<file path="config.mk">
export PLATFORM = sky130hd
export DESIGN_NAME = mod_counter_param
export DESIGN_NICKNAME = d
export VERILOG_FILES = /design/src/rtl/mod_counter_param.sv
export SDC_FILE = /design/constraint.sdc
export NUM_CORES = 1
export LEC_CHECK = 0
export ABC_CLOCK_PERIOD_IN_PS = 3600
export CAP_MARGIN = 30
export CORE_ASPECT_RATIO = 1.1
export CORE_MARGIN = 10
export CORE_UTILIZATION = 46
export CTS_BUF_LIST = sky130_fd_sc_hd__clkbuf_8
export DETAILED_ROUTE_END_ITERATION = 12
export PLACE_DENSITY = 0.84
export SLEW_MARGIN = 10
export SYNTH_ARGS = -nofsm -noshare
export SYNTH_HDL_FRONTEND = slang
export SYNTH_SLANG_ARGS = --single-unit
export TNS_END_PERCENT = 10
</file>
<file path="constraint.sdc">
create_clock -name clk -period 3.6 [get_ports clk]
set_clock_uncertainty 0.05 [all_clocks]
set_input_delay 0.36 -clock clk [delete_from_list [all_inputs] [get_ports clk]]
set_output_delay 0.36 -clock clk [all_outputs]
set_load 0.01 [all_outputs]
</file>
<file path="src/rtl/mod_counter_param.sv">
// Runtime-programmable modulo-M up/down counter with deferred modulus update and registered tc.
// Optional prescaler compiled in with `define MOD_COUNTER_PRESCALE_EN.
module mod_counter_param #(
    parameter int BITS        = 4,
    parameter int MOD_DEFAULT = 10,
    parameter int PRE_DIV     = 4
) (
    input  logic            clk,
    input  logic            reset_n,
    input  logic            enable,
    input  logic            clear,
    input  logic            load,
    input  logic [BITS-1:0] load_val,
    input  logic            up_down,
    input  logic            mod_we,
    input  logic [BITS-1:0] mod_val,
    output logic [BITS-1:0] Q,
    output logic            done,
    output logic            tc,
    output logic [BITS-1:0] mod_active
);

    if (PRE_DIV < 1) begin : g_bad_pre_div
        $error("PRE_DIV must be at least 1");
    end

    localparam logic [BITS-1:0] MOD_RST = BITS'(MOD_DEFAULT);
    localparam logic [BITS:0]   ONE_EXT = (BITS+1)'(1);

    logic [BITS-1:0] ma;
    logic [BITS-1:0] mp;
    logic            pv;

    logic [BITS-1:0] ma_apply;
    logic [BITS:0]   em_m1;
    logic [BITS:0]   apply_m1;
    logic [BITS-1:0] load_q;
    logic            at_top;
    logic            at_zero;
    logic            step;
    logic            wrap;

    // Terminal value of a modulus; a code of 0 stands for 2^BITS, hence the extra bit.
    function automatic logic [BITS:0] term_of(input logic [BITS-1:0] m);
        logic [BITS:0] e;
        e = (m == '0) ? {1'b1, {BITS{1'b0}}} : {1'b0, m};
        return e - ONE_EXT;
    endfunction

    assign ma_apply   = pv ? mp : ma;
    assign em_m1      = term_of(ma);
    assign apply_m1   = term_of(ma_apply);
    assign load_q     = ({1'b0, load_val} > apply_m1) ? apply_m1[BITS-1:0] : load_val;
    assign at_top     = ({1'b0, Q} == em_m1);
    assign at_zero    = (Q == '0);
    assign done       = up_down ? at_top : at_zero;
    assign wrap       = step && done;
    assign mod_active = ma;

`ifdef MOD_COUNTER_PRESCALE_EN
    localparam int PW = (PRE_DIV > 1) ? $clog2(PRE_DIV) : 1;

    logic [PW-1:0] pre_cnt;
    logic          pre_term;

    assign pre_term = (pre_cnt == PW'(PRE_DIV - 1));
    assign step     = enable && !clear && !load && pre_term;

    always_ff @(posedge clk or negedge reset_n) begin
        if (!reset_n) begin
            pre_cnt <= '0;
        end else if (clear || load) begin
            pre_cnt <= '0;
        end else if (enable) begin
            pre_cnt <= pre_term ? '0 : pre_cnt + PW'(1);
        end
    end
`else
    assign step = enable && !clear && !load;
`endif

    // NOTE: non-blocking assignments throughout, so every right-hand side sees pre-edge state.
    always_ff @(posedge clk or negedge reset_n) begin
        if (!reset_n) begin
            Q  <= '0;
            ma <= MOD_RST;
            mp <= MOD_RST;
            pv <= 1'b0;
            tc <= 1'b0;
        end else begin
            tc <= 1'b0;
            if (clear) begin
                Q  <= '0;
                ma <= ma_apply;
                pv <= 1'b0;
            end else if (load) begin
                Q  <= load_q;
                ma <= ma_apply;
                pv <= 1'b0;
            end else if (step) begin
                if (wrap) begin
                    tc <= 1'b1;
                    ma <= ma_apply;
                    pv <= 1'b0;
                    Q  <= up_down ? '0 : apply_m1[BITS-1:0];
                end else begin
                    Q <= up_down ? Q + BITS'(1) : Q - BITS'(1);
                end
            end
            // NOTE: placed last so a coinciding write overrides the pv clear above and stays pending.
            if (mod_we) begin
                mp <= mod_val;
                pv <= 1'b1;
            end
        end
    end

endmodule

</file>
# After elaboration in Yosys (flattened, before gate mapping)
# Cells that the tools add are included.
[classes] mux=24 n_eq_ne=1 n_reduce_logical=14 magnitude_cmp=1 add_sub_neg=4
[ops] cell="$mux 4" count=12
[ops] cell="$logic_not 4->1" count=3
[ops] cell="$mux 1" count=10
[ops] cell="$mux 5" count=2
[ops] cell="$sub 5x1->5 const B" count=2
[ops] cell="$reduce_bool 4->1" count=2
[ops] cell="$reduce_bool 3->1" count=2
[ops] cell="$eq 4x5->1" count=1
[ops] cell="$gt 4x5->1" count=1
[ops] cell="$add 4x1->4 const B" count=1
[ops] cell="$reduce_and 2->1" count=2
[ops] cell="$sub 4x1->4 const B" count=1
[ops] cell="$logic_and 1x1->1" count=3
[ops] cell="$logic_not 1->1" count=2
[totals] register_bits=14 word_cells=49

# Longest topological paths before layout
# Gate-level depths: netlist (run 1).
[depth] ltp_word=11 ltp_mapped=12 depth_no_buf=11

# Least setup slack after synthesis (run 1)
# OpenSTA, ideal clock, no wires.
[synth_timing] path_kind="register -> register" startpoint="register ma[0], in the netlist mod_active[0]" endpoint="register ma[1], in the netlist mod_active[1]" path_stages_with_launch=10 synth_period_minus_slack_ns=2.667 setup_ns=0.075 path_slack_ns=0.933 arrival_time_ns=2.542 n_path_buf=0 cell_sequence="dfrtp_1 > inv_1 > ha_1 > or3b_2 > a211oi_2 > a2111oi_2 > a21oi_2 > inv_1 > a21oi_1 > mux2i_1"
[synth_between] elab_chain_cells=8
[synth_rtl] element="start: declaration" line="30" source="logic [BITS-1:0] ma;"
[synth_rtl] element="start signal: assignment" line="94" source="ma <= ma_apply;"
[synth_rtl] element="start signal: assignment" line="98" source="ma <= ma_apply;"
[synth_rtl] element="start signal: assignment" line="103" source="ma <= ma_apply;"
[synth_rtl] element="$logic_not 4->1" line="46" source="e = (m == '0) ? {1'b1, {BITS{1'b0}}} : {1'b0, m};"
[synth_rtl] element="$mux 5 (*)" line="46"
[synth_rtl] element="$sub 5x1->5 (*)" line="47" source="return e - ONE_EXT;"
[synth_rtl] element="$eq 4x5->1 (*)" line="54" source="assign at_top = ({1'b0, Q} == em_m1);"
[synth_rtl] element="$mux 1 (*)" line="56" source="assign done = up_down ? at_top : at_zero;"
[synth_rtl] element="via done" line="18" source="output logic done,"
[synth_rtl] element="$logic_and 1x1->1 (*)" line="57" source="assign wrap = step && done;"
[synth_rtl] element="$reduce_bool 3->1 (no source line) (*)"
[synth_rtl] element="$reduce_and 2->1 (no source line) (*)"
# Mark *: on every way through the listed nets, which the timed path passes. The rest lies on a longest branch.
# A chain may end at the register's enable or synchronous reset.

# Worst setup path in the final report (run 1)
[layout_timing] startpoint="register ma[0], in the netlist mod_active[0]" endpoint="output done"
[layout_between] elab_chain_cells=5
[layout_rtl] element="$logic_not 4->1" line="46"
[layout_rtl] element="$mux 5 (*)" line="46"
[layout_rtl] element="$sub 5x1->5 (*)" line="47"
[layout_rtl] element="$eq 4x5->1 (*)" line="54"
[layout_rtl] element="$mux 1 (*)" line="56"
[layout_rtl] element="end: declaration" line="18"
# Every way passes the cells marked *; elsewhere a longest branch is shown, timed or not.

==> impl_metrics.csv, run 1 <==
group,metric,value,unit
synth,synth-edff-count,0,
cts,cts_resized,0,
cts,clk_latency,0.25,ns
cts,cts_tree,"done",
cts,h-tree-depth,1,
place,hpwlAfterDp,2.59,mm
timing,slew_violations,0,
synth,synthFlopType,"dfrtp_1",
place,place_area,0.00151,mm²
setup_path,reg2reg_to,"Q[0]",
detailed_routing,num_vias,1176,
synth,syn_inst,135,
global_route,grt_max_degree,15,
synth,synth_top_area_share,20.0,%
timing,holdWs,0.460,ns
floorplanning,rows,19,
floorplanning,pin_count,25,
finish,final_util,61.3,%
min_path,hold_path.class,"input pin to asynchronous set/reset pin",
detailed_routing,wl_per_cell,17.8,µm
timing,tns,0,ns
cts,hold_buffers,0,
power,power.density,522,mW/mm²
place,numPortBuffers,24,
power,ir_worst_vdd,0.000330,V
floorplanning,die_h,74.7,µm
place,pre_cts_ws,0.545,ns
timing,grt_setup_unrepaired,"no",
timing,setup_viol,0,
finish,fin_nets,185,
detailed_routing,route.detailed.drc,0,
global_route,grt-ovfl-total,0,
synth,yosysUniqueCellTypes,52,
cts,cts_max_path_buffers,2,
setup_path,r2r_setup_slack,0.47,ns
synth,yosysWarnings,0,
synth,synth_common_cells,"dfrtp_1 (10), inv_1 (10), a21oi_1 (9), ha_1 (9), nand2_1 (8)",
detailed_routing,via_per_inst,6.19,
timing,min_period,3.36,ns
synth,synth_seq_cells,14,
setup_path,crit_cells,8,
cts,path_clk_slew,0.07,ns
setup_path,cp.arrival,2.95,ns
detailed_routing,drt-initial-drc-count,92,
synth,seq_area_frac_synth,28.4,%
setup_path,crit_buf_inv,3,
synth,avgSynthCellArea,9.26,µm²
setup_path,worst_path_dominant_cell_family,"buffers and inverters",
cts,cts-buffers-inserted,3,
global_route,grt_antenna_before_repair,0,
finish,drive_gt1_share,12.6,%
timing,hold_violations,0,
cts,cts_sinks,14,
finish,final_area,0.00156,mm²
setup_path,rr_startpoint,"pv",
power,cellLeakagePower,0.000659,µW
floorplanning,start_util,49.1,%
floorplanning,die_w,69.7,µm
synth,synth_area,0.00125,mm²
setup_path,end_kind,"output port",
setup_path,worstPathRequired,3.19,ns
synth,synth_fp_nets,160,
synth,async_flop_share,100,%
global_route,grt_first_pass_wirelength,5.53,mm
setup_path,cpMostUsedCell,"inv_1",
setup_path,crit_fanout,10,
setup_path,crit_chain,"inv_1 -> ha_1 -> or3b_2 -> a211oi_2 -> a2111oi_2 -> a21oi_2 -> inv_1 -> clkdlybuf4s50_1",
setup_path,r2r_cells,10,
run,drv_cap,0,
setup_path,start_kind,"register",
setup_path,cp_slowest_cell,"clkdlybuf4s50_1",
synth,synth_area_leaders,"dfrtp_1 (20%), ha_1 (9.0%), dfstp_2 (8.4%)",
run_status,status,"completed",
timing,tightest_slew,0.669,ns
cts,root_buffer,"clkbuf_8",
floorplanning,core_area,0.00254,mm²
timing,fmax,0.297,GHz
detailed_routing,ant_nets,0,
global_route,grt_pass1_vias,1183,
floorplanning,dieArea,0.00520,mm²
timing,fin_crit_sh,93.4,%
global_route,grt_util_all_layers,12.7,%
synth,yosys.area.top_type,"dfrtp_1",
finish,antennaDiodeCount,0,
setup_path,max_stage_delay,0.52,ns
setup_path,critPathKind,"register to output port",
timing,slew_headroom,55.2,%
place,place.gp.congestion,0.841,
timing,fin_ws,0.237,ns
finish,area_delta_synth_final,24.8,%
cts,cts_setup_buffers,0,
detailed_routing,dr.pass1.iters,4,
detailed_routing,wl,3.38,mm
-- worst max-delay path by stage --
| stage | startpoint | end | slack [ns] |
|---|---|---|---|
| after floorplan | mod_active[0] | mod_active[1] | 0.93 |
| after global placement | mod_active[0] | done | 0.57 |
| after detailed placement | mod_active[0] | done | 0.54 |
| after CTS | mod_active[0] | done | 0.26 |
| after global routing | mod_active[0] | done | 0.07 |
| final | mod_active[0] | done | 0.24 |
-- per-layer routing --
metal | share of wire (%) | GRT usage [%] | up-vias
met5 | 0 | 0 | -
met2 | 52 | 23.4 | 66
li1 | - | - | 552
met4 | 3.8 | 8.11 | 0
met3 | 5.8 | 1.58 | 10
met1 | 38 | 13.8 | 548
-- kinds of logic (layout without fill, tap and decap cells) --
family / after synthesis / count (layout) / share of synthesized area, %
adders and majority gates: 11 / 11 / 11.4
AOI/OAI and AO/OA: 40 / 40 / 23.6
and+or+nand+nor: 40 / 40 / 18.2
buffers and inverters: 14 / 38 / 4.90
muxes: 11 / 11 / 9.31
DFF: 14 / 14 / 28.4
xor gates and xnor gates: 5 / 5 / 4.10
-- where the power goes --
| group | internal [µW] | switching [µW] | leakage [µW] |
|---|---|---|---|
| combinational | 198 | 211 | 0.000464 |
| sequential | 190 | 58.2 | 0.000166 |
| clock | 97.0 | 60.5 | 0.0000288 |
-- metrics by stage --
stage / total power [µW] / cells
final: 815 / 190
after global routing: 865 / 190
after CTS: 815 / 190
after detailed placement: 651 / 186
after global placement: 630 / 186
after floorplan: 511 / 135
-- cells in the final DEF (no fill, tap or decap), drive strengths merged, types with 3 or more instances in the layout --
cell type / instances
nand2b: 4
dfrtp: 10
clkbuf: 4
xor2: 3
ha: 9
dfstp: 4
mux2i: 6
nand2: 8
o21ai: 5
clkdlybuf4s50: 24
inv: 10
o211ai: 8
mux2: 5
nor3: 4
nor2: 7
a21o: 3
a21oi: 10
-- worst register-to-register path, cell delays in order, from the launching register on --
cell      delay, ns
dfrtp_1        0.58
mux2i_1        0.51
ha_1           0.30
o22a_1         0.15
o21ai_0        0.11
ha_1           0.34
nand2_1        0.07
o21ai_1        0.34
a21o_1         0.20
a32oi_1        0.10
a311oi_1       0.29
-- registers in the layout, indices dropped and copies added, names as in the netlist --
| register | cells |
|---|---|
| Q | 4 |
| mod_active | 4 |
| mp | 4 |
| pv | 1 |
| tc | 1 |
-- cell type report --
| class | count | area, µm² |
|---|---|---|
| Clock buffer | 4 | 55.1 |
| Timing Repair Buffer | 24 | 240 |
| Inverter | 10 | 37.5 |
| Fill cell | 196 | 983 |
| Tap cell | 31 | 38.8 |
| Multi-Input combinational cell | 107 | 833 |
| Sequential cell | 14 | 355 |
No activity file was read; power rests on OpenSTA's default activity.
==> run 2, diff against run 1 <==
--- a/config.mk
+++ b/config.mk
@@ -13,6 +13,8 @@
 export CTS_BUF_LIST = sky130_fd_sc_hd__clkbuf_8
 export DETAILED_ROUTE_END_ITERATION = 12
 export PLACE_DENSITY = 0.84
+export RECOVER_POWER = 25
+export SETUP_SLACK_MARGIN = 0.1
 export SLEW_MARGIN = 10
 export SYNTH_ARGS = -nofsm -noshare
 export SYNTH_HDL_FRONTEND = slang
==> constraint.sdc (replaced) <==
create_clock -name clk -period 3.6 [get_ports clk]
set_clock_uncertainty 0.05 [all_clocks]
set_input_delay 0.36 -clock clk [delete_from_list [all_inputs] [get_ports clk]]
set_output_delay 0.36 -clock clk [all_outputs]
set_load 0.1 [all_outputs]
==> run 2 against run 1 <==
- non-clock buffer count is the same
- power up 19%
- register-to-register slack gained 0.06 ns
- sequential share of layout area rose by 0.099 points
- clock-buffer cell count did not move
- critical path type is now register to register
- critical endpoint is now Q[0]
==> impl_metrics.csv, run 2 (same netlist as run 1, synthesis figures left out) <==
group,metric,value,unit
timing,slew_violations,0,
setup_path,critPathKind,"register to register",
cts,cts-buffers-inserted,3,
run_status,status,"completed",
timing,grt_setup_unrepaired,"no",
floorplanning,start_util,49.1,%
place,numPortBuffers,24,
detailed_routing,wl_per_cell,17.2,µm
finish,final_common_cell,"clkdlybuf4s50_1",
global_route,grt_antenna_before_repair,0,
cts,root_buffer,"clkbuf_8",
setup_path,worstPathRequired,3.70,ns
detailed_routing,route.detailed.drc,0,
detailed_routing,wl,3.26,mm
finish,fin_nets,185,
setup_path,end_kind,"register",
global_route,grt_pass1_vias,1123,
setup_path,start_kind,"register",
finish,area_delta_synth_final,24.7,%
finish,antennaDiodeCount,0,
timing,fmax,0.326,GHz
detailed_routing,num_vias,1141,
floorplanning,die_h,74.7,µm
detailed_routing,drt-initial-drc-count,51,
detailed_routing,dr.pass1.iters,4,
global_route,grt-ovfl-total,0,
timing,hold_violations,0,
detailed_routing,ant_nets,0,
floorplanning,dieArea,0.00520,mm²
finish,final_cell_mix,"clkdlybuf4s50_1 (22), inv_1 (10), dfrtp_1 (9), a21oi_1 (9), ha_1 (9)",
run,drv_cap,0,
floorplanning,die_w,69.7,µm
cts,clk_latency,0.24,ns
timing,setup_viol,0,
timing,holdWs,0.472,ns
cts,path_clk_slew,0.06,ns
timing,tightest_slew,0.986,ns
place,placed_cells,186,
setup_path,crit_fanout,12,
place,hpwlAfterDp,2.50,mm
floorplanning,rows,19,
floorplanning,core_area,0.00254,mm²
finish,drive_gt1_share,13.8,%
power,power.density,622,mW/mm²
timing,tns,0,ns
power,ir_worst_vdd,0.000394,V
timing,min_period,3.07,ns
floorplanning,pin_count,25,
cts,cts_setup_buffers,0,
detailed_routing,via_per_inst,6.01,
cts,cts_tree,"done",
global_route,grt_first_pass_wirelength,5.32,mm
place,place.gp.congestion,0.880,
cts,cts_sinks,14,
timing,fin_crit_sh,85.3,%
cts,cts_max_path_buffers,2,
timing,slew_headroom,34.1,%
power,cellLeakagePower,0.000660,µW
cts,h-tree-depth,1,
setup_path,cp.arrival,3.17,ns
global_route,grt_util_all_layers,12.0,%
finish,fin_cells,190,
cts,cts_resized,0,
cts,hold_buffers,0,
min_path,hold_path.class,"register to register",
global_route,grt_max_degree,15,
run 2: path summary, 6_finish.rpt:
path,startpoint,endpoint,slack (ns),cells past startpoint
hold / removal,mp[0],mp[0],0.47,1
hold reg to reg,mp[0],mp[0],0.47,1
setup / recovery,pv,Q[0],0.53,10
min in group asynchronous,reset_n,Q[2],0.55,1
max in group asynchronous,reset_n,mod_active[0],2.47,1
setup reg to reg,pv,Q[0],0.53,10
run 2: power by group:
group	switching [µW]	total, µW	internal [µW]	leakage (µW)
clock network	54.7	151	96.7	0.0000288
registers	56.0	246	190	0.000165
logic	377	571	195	0.000465
run 2: critical path, stage by stage, from the launching register on:
cell and delay [ns]:
dfrtp_1 0.56, mux2i_1 0.45, ha_1 0.28, o22a_1 0.15
o21ai_0 0.14, ha_1 0.36, nand2_1 0.06, o21ai_1 0.34
a21o_1 0.21, a32oi_1 0.10, a311oi_1 0.26
run 2: per-layer routing:
layer  track usage, %  share of wire, %
met5                0                 0
met4             5.04               1.0
met3            0.920               3.3
met2             23.5                53
met1             13.3                43
run 2: area by class of cell:
cell class                      instances  area, µm²
Timing Repair Buffer                   24        238
Clock buffer                            4       55.1
Sequential cell                        14        357
Tap cell                               31       38.8
Inverter                               10       37.5
Fill cell                             208        985
Multi-Input combinational cell        107        833
run 2: through the flow:
stage               instance area [µm²]  setup WS, ns  total power [µW]  util [%]
floorplan                          1250         0.138               682         -
global placement                   1500         0.645               801      59.1
detailed placement                 1500         0.542               817      59.1
CTS                                1560         0.537               974      61.3
global route                       1560         0.275              1030      61.3
finish                             1560         0.530               969      61.3
==> run 3, diff against run 2 <==
--- a/config.mk
+++ b/config.mk
@@ -19,4 +19,4 @@
 export SYNTH_ARGS = -nofsm -noshare
 export SYNTH_HDL_FRONTEND = slang
 export SYNTH_SLANG_ARGS = --single-unit
-export TNS_END_PERCENT = 10
+export TNS_END_PERCENT = 20
==> results of run 3 <==
The final DEF is identical to that of run 2; final timing and power are the same.
